==> config.mk <==
export PLATFORM = sky130hd
export DESIGN_NAME = pipeline_stall_ctrl
export DESIGN_NICKNAME = d
export VERILOG_FILES = /design/src/rtl/pipeline_stall_ctrl.sv
export SDC_FILE = /design/constraint.sdc
export NUM_CORES = 1
export LEC_CHECK = 0
export ABC_AREA = 0
export BUFFER_PORTS_ARGS = -buffer_cell sky130_fd_sc_hd__buf_2
export CORE_MARGIN = 10
export CORE_UTILIZATION = 45
export CTS_BUF_LIST = sky130_fd_sc_hd__clkbuf_4 sky130_fd_sc_hd__clkbuf_8
export CTS_CLUSTER_SIZE = 28
export DETAILED_ROUTE_END_ITERATION = 8
export PLACE_DENSITY_LB_ADDON = 0.05
export SLEW_MARGIN = 20
export SYNTH_ARGS = -nofsm -noshare
export SYNTH_HDL_FRONTEND = slang
export SYNTH_SLANG_ARGS = --single-unit
export TNS_END_PERCENT = 20
==> constraint.sdc <==
create_clock -name i_clk -period 3.25 [get_ports i_clk]
set_input_delay 0.4875 -clock i_clk [delete_from_list [all_inputs] [get_ports i_clk]]
set_output_delay 0.4875 -clock i_clk [all_outputs]
set_load 0.01 [all_outputs]
==> src/rtl/pipeline_stall_ctrl.sv <==
// Pipeline sequencing controller: hazard stall/flush merge, MULT/DIV occupancy
// tracker, debug halt/single-step FSM. Optional stall counter under STALL_CNT_EN.
module pipeline_stall_ctrl #(
  parameter int MD_LATENCY = 32,
  parameter int CNT_W      = 32
) (
  input  logic             i_clk,
  input  logic             i_rst_n,
  input  logic             i_load_use,
  input  logic             i_branch_flush,
  input  logic             i_md_start,
  input  logic             i_md_use,
  input  logic             i_halt_req,
  input  logic             i_step_req,
  input  logic             i_resume,
  output logic             o_pc_en,
  output logic             o_if_id_en,
  output logic             o_if_id_flush,
  output logic             o_id_ex_flush,
  output logic             o_md_busy,
  output logic             o_md_done,
  output logic             o_halted,
  output logic [CNT_W-1:0] o_stall_cycles
);

  typedef enum logic [1:0] {
    ST_RUN  = 2'd0,
    ST_HALT = 2'd1,
    ST_STEP = 2'd2
  } state_t;

  localparam logic [7:0] MD_LAT8 = 8'(MD_LATENCY);

  state_t     state_q, state_d;
  logic [7:0] md_cnt_q, md_cnt_d;

  logic md_stall;
  logic hz_stall;
  logic md_accept;
  logic is_halt;

  assign is_halt   = (state_q == ST_HALT);
  assign o_md_busy = (md_cnt_q != 8'd0);
  assign o_md_done = (md_cnt_q == 8'd1);
  assign md_stall  = o_md_busy & ~o_md_done & (i_md_use | i_md_start);
  assign hz_stall  = i_load_use | md_stall;

  // Outputs: HALT freezes fetch/decode; otherwise flush beats stall beats advance.
  always_comb begin
    o_pc_en       = 1'b1;
    o_if_id_en    = 1'b1;
    o_if_id_flush = 1'b0;
    o_id_ex_flush = 1'b0;
    o_halted      = 1'b0;
    md_accept     = 1'b0;
    if (is_halt) begin
      o_pc_en       = 1'b0;
      o_if_id_en    = 1'b0;
      o_id_ex_flush = 1'b1;
      o_halted      = 1'b1;
    end else if (i_branch_flush) begin
      o_if_id_flush = 1'b1;
      o_id_ex_flush = 1'b1;
    end else if (hz_stall) begin
      o_pc_en       = 1'b0;
      o_if_id_en    = 1'b0;
      o_id_ex_flush = 1'b1;
    end else begin
      md_accept     = i_md_start;
    end
  end

  always_comb begin
    md_cnt_d = md_cnt_q;
    if (md_accept) begin
      md_cnt_d = MD_LAT8;
    end else if (md_cnt_q != 8'd0) begin
      md_cnt_d = md_cnt_q - 8'd1;
    end
  end

  always_comb begin
    state_d = state_q;
    case (state_q)
      ST_RUN: begin
        if (i_halt_req) state_d = ST_HALT;
      end
      ST_HALT: begin
        if (i_resume)        state_d = ST_RUN;
        else if (i_step_req) state_d = ST_STEP;
      end
      ST_STEP: begin
        // One instruction retires into IF/ID on the first non-stalled cycle.
        if (o_pc_en) state_d = ST_HALT;
      end
      default: state_d = ST_RUN;
    endcase
  end

  always_ff @(posedge i_clk or negedge i_rst_n) begin
    if (!i_rst_n) begin
      state_q  <= ST_RUN;
      md_cnt_q <= 8'd0;
    end else begin
      state_q  <= state_d;
      md_cnt_q <= md_cnt_d;
    end
  end

`ifdef STALL_CNT_EN
  logic [CNT_W-1:0] stall_cnt_q, stall_cnt_d;
  logic             count_stall;

  assign count_stall = ~is_halt & hz_stall & ~i_branch_flush;

  always_comb begin
    stall_cnt_d = stall_cnt_q;
    if (count_stall && (stall_cnt_q != {CNT_W{1'b1}})) begin
      stall_cnt_d = stall_cnt_q + 1'b1;
    end
  end

  always_ff @(posedge i_clk or negedge i_rst_n) begin
    if (!i_rst_n) begin
      stall_cnt_q <= '0;
    end else begin
      stall_cnt_q <= stall_cnt_d;
    end
  end

  assign o_stall_cycles = stall_cnt_q;
`else
  assign o_stall_cycles = '0;
`endif

endmodule

==> reports/results.txt, run 1 <==
Status -> finished, final reports clean
CTS max path bufs -> 2
CTS tree -> done
Avg WL per Cell -> 12.4 µm
CTS Hold Bufs -> 0
R2R Path End -> md_cnt_q[5]
Area taken by flip-flops and latches -> 250 µm²
Initial drt markers -> 6
Initial antenna violation count -> 0
Routability cong. -> 0.797
Seq/Total Area, Yosys -> 27.3%
Max incr delay on CP -> 0.51 ns
Vias/cell -> 4.40
Root Buffer -> clkbuf_4
Crit Path Max Fanout -> 8
FF-to-FF path depth -> 6
Layout fillers -> 219
M1 GR Usage -> 8.88%
Reg2Reg Launch Point -> md_cnt_q[0]
Chip Width -> 65.1 µm
Final hold slack -> 0.0660 ns
Die Span Y -> 65.1 µm
Critical-path cell list -> or3_1, nor4_4, o21bai_1, a21oi_1, buf_2
Data required, critical path -> 2.76 ns
CP startpoint kind -> flop
Synth async-reset ratio -> 100%
Num CTS Buffers -> 3
Number of synthesized register bits -> 10
Worst VDD drop -> 0.000259 V
Most frequent cells in the layout -> conb_1, buf_2, nor2_1, dfrtp_1, inv_1
Mapped Area -> 916 µm²
Worst path bufs/invs -> 1
Commonest non-fill, non-tap cell in the layout -> conb_1
Final Hold Vio Count -> 0
Detailed Place HPWL -> 1500 µm
Met2 Track Usage GR -> 13.7%
Setup CP Type -> flop to output pin
Slew Limit Fails -> 0
Worst setup margin -> 0.740 ns
Crit. End Element -> output pin
Clock Skew -> 0.0115 ns
M3 GR Usage -> 3.73%
Clock-pin transition on the worst setup and hold timing paths -> 0.07 ns
Postcts setup bufs -> 0
Ys Warns -> 0
Minimum clock period -> 2.51 ns
Finished Layout Cells -> 143
Average size of a mapped cell -> 8.89 µm²
Vias in the first global route -> 634
Fmax -> 398 MHz
Gr busiest metal -> met2
Flop2flop setup slack -> 1.25 ns
Layout area overhead -> -2.73%
Endpoints failing setup -> 0
Tcrit/Tclk final -> 77.2%
Type of the most critical hold path -> input port to async pin
Total die area -> 4240 µm²
Final setup TNS -> 0 ns
Max cap viols -> 0
Leakage -> 0.000424 µW
Post-Place Setup Slack -> 1.02 ns
Crit path DAT -> 2.02 ns
DRT Pass-1 Iters -> 2
Vias -> 629
Max H-tree Level -> 1
I/O Buffers -> 15
Cell variety after synth -> 35
Share of cells above drive strength 1 -> 21.6%
Max stage delay cell, worst path -> or3_1
Dominant synthesized flop cell -> dfrtp_1
# resized after CTS -> 0
Core Region -> 1940 µm²
GRT Resource Usage Total -> 8.30%
Largest net degree at the start of global routing -> 11
I/O pins -> 48
RSZ-0062 raised after global routing -> no
DRC Markers -> 0
WL final -> 1780 µm
Final net count -> 129
Gr ovfl total -> 0
Cell Rows -> 16
Number of synthesized flops with an enable pin -> 0
P per Cell Area -> 384 nW/µm²
Antenna Cells -> 0
Critical Path Stages -> 5
Initial Util -> 47.2%
Clock latency on the worst-skew pair -> 0.27 ns
CTS Sinks -> 10
Placed cells -> 139
Global-route wire length before repair -> 2850 µm
Top Family by Delay on Critical Path -> simple AND/OR/NAND/NOR gates
Antenna viol nets, final -> 0
Multi-input gate area -> 480 µm²
Gate Count Post-Synth -> 103
cell type report:
type | instances | area share [%]
multi-input combinational | 83 | 53.9
sequential | 10 | 28.1
timing repair buffer | 15 | 8.43
clock buffer | 4 | 4.07
tap | 27 | 3.79
inverter | 4 | 1.69
power by group:
group | switching (µW) | internal (µW) | total (µW)
combinational | 55.3 | 32.1 | 87.4
sequential | 11.2 | 133 | 144
clock | 42.4 | 67.9 | 110
worst max path at each step:
stage / from / endpoint
after floorplan: md_cnt_q[4] / o_pc_en
after global placement: md_cnt_q[4] / o_pc_en
after detailed placement: md_cnt_q[4] / o_if_id_en
after CTS: md_cnt_q[4] / o_if_id_en
after global routing: md_cnt_q[4] / o_if_id_en
final: md_cnt_q[4] / o_if_id_en
flip-flops by register name (all words and copies together) (netlist names):
register and flops:
md_cnt_q 8, state_q 2
per-layer routing:
layer	vias to the layer above	part of all wire, %
met5	-	0
met4	0	1.6
met3	2	6.3
met2	24	50
met1	289	42
li1	314	-
stage by stage:
step / utilization [%] / total power (µW) / cell area [µm²]
floorplan: - / 236 / 1030
global placement: 44.0 / 235 / 855
detailed placement: 44.0 / 235 / 855
CTS: 45.9 / 348 / 891
global route: 45.9 / 367 / 891
finish: 45.9 / 342 / 891
cell families (layout without fill, tap and decap cells):
kind of cell | after synthesis | in the layout | synth area share (%)
xor+xnor | 3 | 3 | 2.87
flops | 10 | 10 | 27.3
simple gates | 29 | 29 | 19.5
fa+ha+maj | 3 | 3 | 4.10
buf+inv | 41 | 23 | 32.9
other cells | 1 | 32 | 0.409
compound gates | 16 | 16 | 12.8
worst reg2reg max path, cell delays in order (launching register included):
cell and delay [ns]:
dfrtp_1 0.43, inv_1 0.10, ha_1 0.17, or4b_4 0.49, o21ai_2 0.26, nor4_1 0.07, or3_1 0.35
Yosys cell counts (2+ instances only):
cell type	n	area (µm²)
nor2_1	10	37.5
o31ai_1	2	15.0
nand2_1	2	7.51
a21oi_1	2	10.0
nor3_1	3	15.0
inv_1	4	15.0
buf_6	3	33.8
o21ai_0	3	15.0
nor4_1	2	12.5
dfrtp_1	10	250
ha_1	3	37.5
xor2_1	3	26.3
or3_1	2	12.5
buf_4	33	248
Power figures use the tool's default switching activity.
==> inputs of run 2 (changes only) <==
--- a/config.mk
+++ b/config.mk
@@ -8,7 +8,7 @@
 export ABC_AREA = 0
 export BUFFER_PORTS_ARGS = -buffer_cell sky130_fd_sc_hd__buf_2
 export CORE_MARGIN = 10
-export CORE_UTILIZATION = 45
+export CORE_UTILIZATION = 42
 export CTS_BUF_LIST = sky130_fd_sc_hd__clkbuf_4 sky130_fd_sc_hd__clkbuf_8
 export CTS_CLUSTER_SIZE = 28
 export DETAILED_ROUTE_END_ITERATION = 8
==> constraint.sdc (replaced) <==
create_clock -name i_clk -period 2 [get_ports i_clk]
set_input_delay 0.3 -clock i_clk [delete_from_list [all_inputs] [get_ports i_clk]]
set_output_delay 0.3 -clock i_clk [all_outputs]
set_load 0.01 [all_outputs]
==> run 2 against run 1 <==
- the run now ends with negative setup slack left
- cell count grew 9.1%
- worst hold slack gained 0.17 ns
- sequential cell count is the same
- die area grew 4.9%
==> reports/results.txt, run 2 (synthesis results as in run 1) <==
Data required, critical path -> 1.70 ns (-1.06 ns)
P per Cell Area -> 537 nW/µm² (+40%)
Crit path DAT -> 1.73 ns (-0.29 ns)
Failing checks -> negative setup slack
Vias in the first global route -> 770 (+21%)
I/O Buffers -> 15 (unchanged)
Max H-tree Level -> 1 (unchanged)
Placed cells -> 144 (+3.6%)
GRT Resource Usage Total -> 9.43% (+1.1 points)
Most frequent cells in the layout -> conb_1, buf_2, buf_4
Crit Path Max Fanout -> 3 (-5)
Endpoints failing setup -> 1 (+1)
Crit. End Element -> output pin
Total die area -> 4450 µm² (+4.9%)
Largest net degree at the start of global routing -> 11 (unchanged)
Clock-pin transition on the worst setup and hold timing paths -> 0.07 ns (about the same)
RSZ-0062 raised after global routing -> yes
Gr ovfl total -> 0 (unchanged)
Minimum clock period -> 2.03 ns
CTS tree -> done
Initial Util -> 45.3% (-1.9 points)
Number of flip-flops in the largest register -> 8 (unchanged)
Total power -> 566 µW (+66%)
Num CTS Buffers -> 3 (unchanged)
Avg WL per Cell -> 13.1 µm (+5.4%)
Worst setup margin -> -0.0316 ns (-0.771 ns)
Fmax -> 492 MHz
Finished Cell Area -> 1050 µm² (+18%)
Status -> finished with violations
Chip Width -> 66.7 µm (+2.4%)
Cell Rows -> 16 (unchanged)
Worst path bufs/invs -> 2 (+1)
Slew Limit Fails -> 0 (unchanged)
CTS Sinks -> 10 (unchanged)
Layout area overhead -> 15.0%
Max incr delay on CP -> 0.46 ns (-0.05 ns)
Core Util, Final -> 52.1% (+6.2 points)
Leakage -> 0.000499 µW (+18%)
Global-route wire length before repair -> 3350 µm (+17%)
Vias -> 718 (+14%)
Antenna viol nets, final -> 0 (unchanged)
Core Region -> 2020 µm² (+4.1%)
DRT Pass-1 Iters -> 4 (+2)
CP startpoint kind -> flop
Root Buffer -> clkbuf_4
Die Span Y -> 66.7 µm (+2.4%)
Critical-path cell list -> inv_2, ha_4, or4b_4, or2_4, buf_6
Biggest regs -> md_cnt_q: 8 flops, state_q: 2 flops
Share of cells above drive strength 1 -> 37.2% (+16 points)
Top Family by Delay on Critical Path -> simple AND/OR/NAND/NOR gates
Tcrit/Tclk final -> 102%
Setup CP Type -> flop to output pin
WL final -> 2040 µm (+15%)
Most flops, register -> md_cnt_q
Clock latency on the worst-skew pair -> 0.27 ns (about the same)
I/O pins -> 48 (unchanged)
CTS max path bufs -> 2 (unchanged)
Max stage delay cell, worst path -> or4b_4
DRC Markers -> 0 (unchanged)
Finished Layout Cells -> 156 (+9.1%)
Worst VDD drop -> 0.000316 V (+22%)
Commonest non-fill, non-tap cell in the layout -> conb_1
Final Hold Vio Count -> 0 (unchanged)
Max cap viols -> 0 (unchanged)
Detailed Place HPWL -> 1600 µm (+7.1%)
Type of the most critical hold path -> input port to flop
Placed Area -> 896 µm² (+4.8%)
Routability cong. -> 0.743 (-6.8%)
Clock Skew -> 0.00568 ns (-0.00584 ns)
Final net count -> 142 (+10%)
Antenna Cells -> 0 (unchanged)
Initial drt markers -> 9 (+3)
Initial antenna violation count -> 0 (unchanged)
Vias/cell -> 4.60 (+4.6%)
==> run 2: cell count changes in the layout (fill, tap and decap cells not counted), sizes merged <==
cell | before | now
dlygate4sd3 | 0 | 1
buf | 15 | 27
==> run 2: cell type report <==
type | count | area [µm²]
Fill cell | 197 | 968
Multi-Input combinational cell | 83 | 532
Sequential cell | 10 | 251
Timing Repair Buffer | 28 | 185
Clock buffer | 4 | 36.3
Tap cell | 27 | 33.8
Inverter | 4 | 15.0
==> run 2: timing repair <==
item                       4_1_cts  5_1_grt
hold endpoints to repair        10        0
hold buffers                     1        0
gates resized for setup         12        5
pin swaps                        4        3
buffers inserted                 7        0
setup endpoints to repair        5        7
==> run 2: per-stage QoR <==
stage,setup TNS [ns],setup slack [ns],hold WS (ns)
detailed placement,0,0.0974,0.183
global placement,0,0.108,0.177
global route,-0.386,-0.107,0.250
finish,-0.0316,-0.0316,0.233
CTS,-0.0369,-0.0369,0.222
floorplan,0,0.0168,0.00441
==> run 2: metal layers <==
metal  track usage, %  vias up  share of wire [%]
met4             3.93        0                1.6
met3             4.01        2                 10
met1             9.75      335                 38
met5                0        -                  0
met2             16.2       38                 50
li1                 -      343                  -
==> run 2: final timing paths <==
check,start,to,slack (ns),cells after the start
worst max-delay path,md_cnt_q[1],o_md_busy,-0.03,5
worst min-delay path,i_resume,state_q[1],0.23,2
worst max register to register,md_cnt_q[1],md_cnt_q[5],0.10,7
worst min register to register,state_q[0],state_q[1],0.53,1
max in group asynchronous,i_rst_n,md_cnt_q[3],1.37,2
min in group asynchronous,i_rst_n,state_q[1],0.42,2
==> run 2: worst reg2reg max path, cell delays in order, from the launching register on <==
cell,delay [ns]
dfrtp_1,0.39
inv_2,0.11
ha_4,0.14
or4b_4,0.46
buf_4,0.16
o21ai_2,0.12
nor4_1,0.05
or3_1,0.35
==> run 2: report_power, final <==
part           switching (µW)  leakage (µW)  internal (µW)
logic                    95.3      0.000366           55.3
clock network            69.9     0.0000210            111
registers                18.8      0.000112            216
total                     184      0.000499            382
